`src/rtl/cache_fill_if.sv`:
```
// Cache fill bundle: CPU miss request, backing memory read port and
// data/tag array write port, seen from the fill FSM (master) side.
interface cache_fill_if #(
  parameter int BLOCK_WORDS = 8
);
  localparam int OFS_W = $clog2(BLOCK_WORDS) + 1;

  logic             miss_detected;
  logic [15:0]      miss_address;
  logic [15:0]      memory_data;
  logic             memory_data_valid;
  logic             fsm_busy;
  logic             mem_en;
  logic [15:0]      memory_address;
  logic             write_data_array;
  logic [OFS_W-2:0] word_sel;
  logic [15:0]      cache_data_out;
  logic             write_tag_array;
  logic             fill_done;

  modport master (
    input  miss_detected,
    input  miss_address,
    input  memory_data,
    input  memory_data_valid,
    output fsm_busy,
    output mem_en,
    output memory_address,
    output write_data_array,
    output word_sel,
    output cache_data_out,
    output write_tag_array,
    output fill_done
  );

  modport slave (
    output miss_detected,
    output miss_address,
    output memory_data,
    output memory_data_valid,
    input  fsm_busy,
    input  mem_en,
    input  memory_address,
    input  write_data_array,
    input  word_sel,
    input  cache_data_out,
    input  write_tag_array,
    input  fill_done
  );
endinterface

```
`src/rtl/cache_fill_fsm.sv`:
```
// Cache block fill engine: issues BLOCK_WORDS back-to-back reads and
// writes returning beats into the data array, then writes the tag.
module cache_fill_fsm #(
  parameter int BLOCK_WORDS = 8
) (
  input  logic         clk,
  input  logic         rst,
  cache_fill_if.master bus
);
  localparam int OFS_W = $clog2(BLOCK_WORDS) + 1;
  localparam logic [OFS_W-1:0] NWORDS = OFS_W'(BLOCK_WORDS);
  localparam logic [OFS_W-1:0] LAST = OFS_W'(BLOCK_WORDS - 1);

  typedef enum logic {
    IDLE,
    FILL
  } state_t;

  state_t           state, state_nx;
  logic [OFS_W-1:0] issue_cnt, issue_nx;
  logic [OFS_W-1:0] recv_cnt, recv_nx;
  logic [15:0]      base, base_nx;

  // State, counters and latched block base
  always_ff @(posedge clk) begin
    if (rst) begin
      state     <= IDLE;
      issue_cnt <= '0;
      recv_cnt  <= '0;
      base      <= '0;
    end else begin
      state     <= state_nx;
      issue_cnt <= issue_nx;
      recv_cnt  <= recv_nx;
      base      <= base_nx;
    end
  end

  // Next state plus request/write strobes; beats are counted, not timed
  always_comb begin
    state_nx             = state;
    issue_nx             = issue_cnt;
    recv_nx              = recv_cnt;
    base_nx              = base;
    bus.fsm_busy         = 1'b0;
    bus.mem_en           = 1'b0;
    bus.memory_address   = 16'h0000;
    bus.write_data_array = 1'b0;
    bus.word_sel         = '0;
    bus.cache_data_out   = 16'h0000;
    bus.write_tag_array  = 1'b0;
    bus.fill_done        = 1'b0;
    unique case (state)
      IDLE: begin
        if (bus.miss_detected) begin
          state_nx = FILL;
          base_nx  = {bus.miss_address[15:OFS_W], {OFS_W{1'b0}}};
          issue_nx = '0;
          recv_nx  = '0;
        end
      end
      FILL: begin
        bus.fsm_busy = 1'b1;
        if (issue_cnt < NWORDS) begin
          bus.mem_en         = 1'b1;
          bus.memory_address = base | 16'({issue_cnt, 1'b0});
          issue_nx           = issue_cnt + 1'b1;
        end
        if (bus.memory_data_valid) begin
          bus.write_data_array = 1'b1;
          bus.word_sel         = recv_cnt[OFS_W-2:0];
          bus.cache_data_out   = bus.memory_data;
          recv_nx              = recv_cnt + 1'b1;
          if (recv_cnt == LAST) begin
            bus.write_tag_array = 1'b1;
            bus.fill_done       = 1'b1;
            state_nx            = IDLE;
          end
        end
      end
      default: state_nx = IDLE;
    endcase
  end
endmodule

```
`src/flat_wrapper.sv`:
```
// flat-port wrapper written by rule: the top's interface ports become plain ports
module cache_fill_fsm_flat 
#(
  parameter int BLOCK_WORDS = 8
)
  (clk, rst, bus_miss_detected, bus_miss_address, bus_memory_data, bus_memory_data_valid, bus_fsm_busy, bus_mem_en, bus_memory_address, bus_write_data_array, bus_word_sel, bus_cache_data_out, bus_write_tag_array, bus_fill_done);
  cache_fill_if #(.BLOCK_WORDS(BLOCK_WORDS)) bus_i ();
  input  logic clk;
  input  logic rst;
  input wire logic [$bits(bus_i.miss_detected)-1:0] bus_miss_detected;
  input wire logic [$bits(bus_i.miss_address)-1:0] bus_miss_address;
  input wire logic [$bits(bus_i.memory_data)-1:0] bus_memory_data;
  input wire logic [$bits(bus_i.memory_data_valid)-1:0] bus_memory_data_valid;
  output wire logic [$bits(bus_i.fsm_busy)-1:0] bus_fsm_busy;
  output wire logic [$bits(bus_i.mem_en)-1:0] bus_mem_en;
  output wire logic [$bits(bus_i.memory_address)-1:0] bus_memory_address;
  output wire logic [$bits(bus_i.write_data_array)-1:0] bus_write_data_array;
  output wire logic [$bits(bus_i.word_sel)-1:0] bus_word_sel;
  output wire logic [$bits(bus_i.cache_data_out)-1:0] bus_cache_data_out;
  output wire logic [$bits(bus_i.write_tag_array)-1:0] bus_write_tag_array;
  output wire logic [$bits(bus_i.fill_done)-1:0] bus_fill_done;
  assign bus_i.miss_detected = bus_miss_detected;
  assign bus_i.miss_address = bus_miss_address;
  assign bus_i.memory_data = bus_memory_data;
  assign bus_i.memory_data_valid = bus_memory_data_valid;
  assign bus_fsm_busy = bus_i.fsm_busy;
  assign bus_mem_en = bus_i.mem_en;
  assign bus_memory_address = bus_i.memory_address;
  assign bus_write_data_array = bus_i.write_data_array;
  assign bus_word_sel = bus_i.word_sel;
  assign bus_cache_data_out = bus_i.cache_data_out;
  assign bus_write_tag_array = bus_i.write_tag_array;
  assign bus_fill_done = bus_i.fill_done;
  cache_fill_fsm #(.BLOCK_WORDS(BLOCK_WORDS)) u_core (.clk(clk), .rst(rst), .bus(bus_i));
endmodule
```
`config.mk`:
```
export PLATFORM = sky130hd
export DESIGN_NAME = cache_fill_fsm_flat
export DESIGN_NICKNAME = d
export VERILOG_FILES = /design/src/rtl/cache_fill_if.sv /design/src/rtl/cache_fill_fsm.sv /design/src/flat_wrapper.sv
export SDC_FILE = /design/constraint.sdc
export NUM_CORES = 1
export LEC_CHECK = 0
export CAP_MARGIN = 10
export CORE_AREA = 2 2 58 60
export CTS_BUF_LIST = sky130_fd_sc_hd__clkbuf_8
export DETAILED_ROUTE_END_ITERATION = 8
export DIE_AREA = 0 0 60 62
export PLACE_DENSITY_LB_ADDON = 0.1
export SLEW_MARGIN = 30
export SYNTH_ARGS = -nofsm -noshare
export SYNTH_HDL_FRONTEND = slang
export SYNTH_SLANG_ARGS = --single-unit
```
`constraint.sdc`:
```
create_clock -name clk -period 1.5 [get_ports clk]
set_input_delay 0.15 -clock clk [delete_from_list [all_inputs] [get_ports clk]]
set_output_delay 0.15 -clock clk [all_outputs]
set_load 0.01 [all_outputs]
```
==> out/metrics.cfg <==
[run_status]
status=finished, final reports clean

[critical_path]
path_max_fanout=4
end_kind=output port
crit_buf_inv=3
max_stage_delay_ns=0.34
worst_path_max_delay_cell=dfxtp_2
r2r_setup_slack_ns=0.32
cp_cell_sequence=nand2b_1 > inv_2 > buf_4 > and2_1 > clkdlybuf4s15_1
r2r-end=u_core.base[12]
critPathKind=flip-flop to output port
r2r_start=u_core.state
path_delay_family=buffers and inverters
required_ns=1.35
critPathArrivalTime_ns=1.28
worst_r2r_path_depth=5
start_kind=flip-flop

[global_route]
antenna_found_initial=0
track_usage=0.155
grt_pass1_vias=1060
grt_max_degree=17
grt_overflow=0
grt_pass1_wl_um=4420

[placement]
dp_hpwl_um=2350
dp.cells=259
io_buffers=70
gp_congestion=0.720

[timing]
final_hold_viol_count=0
setup_viol=0
finalMaxSlewViolations=0
period_share=0.955
fin_crit_ns=1.43
finClkSkew_ns=0.00310
rsz0062_at_grt=true
tns_ns=0
fmax_ghz=0.698

[min_path]
hold_start=bus_miss_address[14]
whs_path_depth=3
hold_class=primary input to flip-flop
holdPathEnd=u_core.base[14]

[clock_tree]
path_clk_slew_ns=0.07
clock_path_buffers=2
numCtsBuffers=3
hold_buffers=0
clk_latency_ns=0.25
postCtsSetupBuffers=0
htreeDepth=1
cts_sinks=21
clockRootBuffer=clkbuf_8
cts_tree=done

[cells_and_area]
fillers=302
syn2layout_area_growth_pct=73.2
multiInputGateArea_um2=576
diodes=0
final_util=0.583
finalNetCount=257
layout-drive-gt1-share=0.174
seqCellArea_um2=425
fin_cells=264

[detailed_routing]
via_per_inst=4.56
drc=0
routed_wl_um=3020
post_drt_wl_per_cell_um=11.4
first_pass_iters=4
via_count=1205
ant_nets=0
drt_iter0_markers=19

[die]
start_util=0.336
num_rows=21
dieArea_um2=3720
core_um2=3180
die-width_um=60
dieHeight_um=62
ios=76

[power]
total_leakage_power_nw=0.967
ir_drop_v=0.000629
powerDensity_nw_per_um2=660

[synth]
seq_area_frac_synth=0.393
synth.most_common_cell=nand2_1
synth_common_cells=nand2_1 (27), dfxtp_1 (21), and3_1 (19)
synth-edff-count=0
syn_inst=140
syn_nets=178
synth.area.top_cells=dfxtp_1 (39%), and3_1 (11%), nand2_1 (9.5%), and2_1 (8.8%), a21oi_1 (7.5%)
yosys.area.top_type=dfxtp_1
synth.avg_cell_area_um2=7.64
synth_seq_cells=21
synth_top_area_share=0.393
synthFlopType=dfxtp_1
synth_cell_type_count=24
syn-cell-area_um2=1070
synthArstFlopShare=0
synth_warnings=0

[run]
drv_cap=0

-- where the power goes --
group	switching, mW	leakage (nW)	total (mW)	internal, mW
Clock	0.163	0.0269	0.344	0.182
Combinational	0.119	0.767	0.282	0.162
Sequential	0.0143	0.173	0.596	0.582
Total	0.296	0.967	1.22	0.926
-- layer usage --
metal  GRT usage  vias up  part of all wire
met5           0        -                 0
met4      0.0413        0            0.0063
met3      0.0414        2             0.068
met2       0.281       43              0.52
met1       0.179      542              0.40
li1            -      618                 -
-- cells by family (layout without fill, tap and decap cells) --
| group | Yosys count | in the layout | synth area share |
|---|---|---|---|
| simple gates | 81 | 81 | 0.399 |
| flops | 21 | 21 | 0.393 |
| compound gates | 17 | 17 | 0.0830 |
| buf+inv | 15 | 93 | 0.0713 |
| fa+ha+maj | 2 | 2 | 0.0234 |
| xor+xnor | 2 | 2 | 0.0164 |
| other cells | 1 | 1 | 0.00351 |
| mux | 1 | 1 | 0.0105 |
-- final cells by class --
cell class / instances / area share
Timing Repair Buffer: 87 / 0.400
Multi-Input combinational cell: 104 / 0.311
Clock inverter: 1 / 0.00203
Clock buffer: 3 / 0.0223
Tap cell: 46 / 0.0311
Sequential cell: 21 / 0.230
Inverter: 2 / 0.00405
-- cells in the final DEF, fill, tap and decap left out, drive strengths merged --
cell type | synthesis | final
nor3 | 4 | 4
dlymetal6s2s | 0 | 1
nand2b | 4 | 4
a41oi | 1 | 1
dlygate4sd2 | 0 | 24
buf | 6 | 17
and3 | 19 | 19
and3b | 1 | 1
mux2 | 1 | 1
dfxtp | 21 | 21
conb | 1 | 1
xor2 | 2 | 2
nor3b | 1 | 1
nor2b | 1 | 1
clkdlybuf4s50 | 0 | 30
nand3 | 6 | 6
clkbuf | 7 | 17
nand3b | 1 | 1
a21oi | 16 | 16
ha | 2 | 2
nand2 | 27 | 27
nor2 | 2 | 2
clkdlybuf4s15 | 0 | 1
and2 | 15 | 15
inv | 2 | 3
-- per-stage QoR --
stage | cell area (um2) | power [mW] | hold WS (ns) | worst slack (ns)
after floorplan | 1070 | 0.725 | 0.286 | 0.203
after global placement | 1880 | 0.901 | 0.438 | -0.177
after detailed placement | 1880 | 0.910 | 0.444 | -0.219
after CTS | 1920 | 1.25 | 0.438 | 0.00319
after global routing | 1850 | 1.29 | 0.455 | -0.0156
final | 1850 | 1.22 | 0.444 | 0.0679
-- worst max-delay path by stage --
stage	from	endpoint	slack, ns	cells after the start
global placement	bus_memory_data_valid	bus_write_tag_array	-0.18	4
floorplan	u_core.state	bus_write_tag_array	0.20	3
CTS	u_core.issue_cnt[3]	bus_memory_address[8]	0.003	5
global route	u_core.state	bus_memory_address[10]	-0.02	5
detailed placement	bus_memory_data_valid	bus_write_tag_array	-0.22	4
finish	u_core.issue_cnt[3]	bus_memory_address[10]	0.07	5
-- registers in the layout, indices dropped and copies added, names as in the netlist --
name	flops
u_core.base	12
u_core.issue_cnt	4
u_core.recv_cnt	4
u_core.state	1
-- worst register-to-register path, cell delays in order (launching register included) --
cell and delay (ns):
dfxtp_4 0.36, buf_4 0.16, nor2b_1 0.16, buf_4 0.24, nand2_1 0.08, a21oi_1 0.12
-- what timing repair did --
action                     in CTS  in global routing
cloned                          1                  0
gates resized for setup        61                 17
setup endpoints to repair      39                 18
pin swaps                       0                  0
Power figures use the tool's default switching activity.
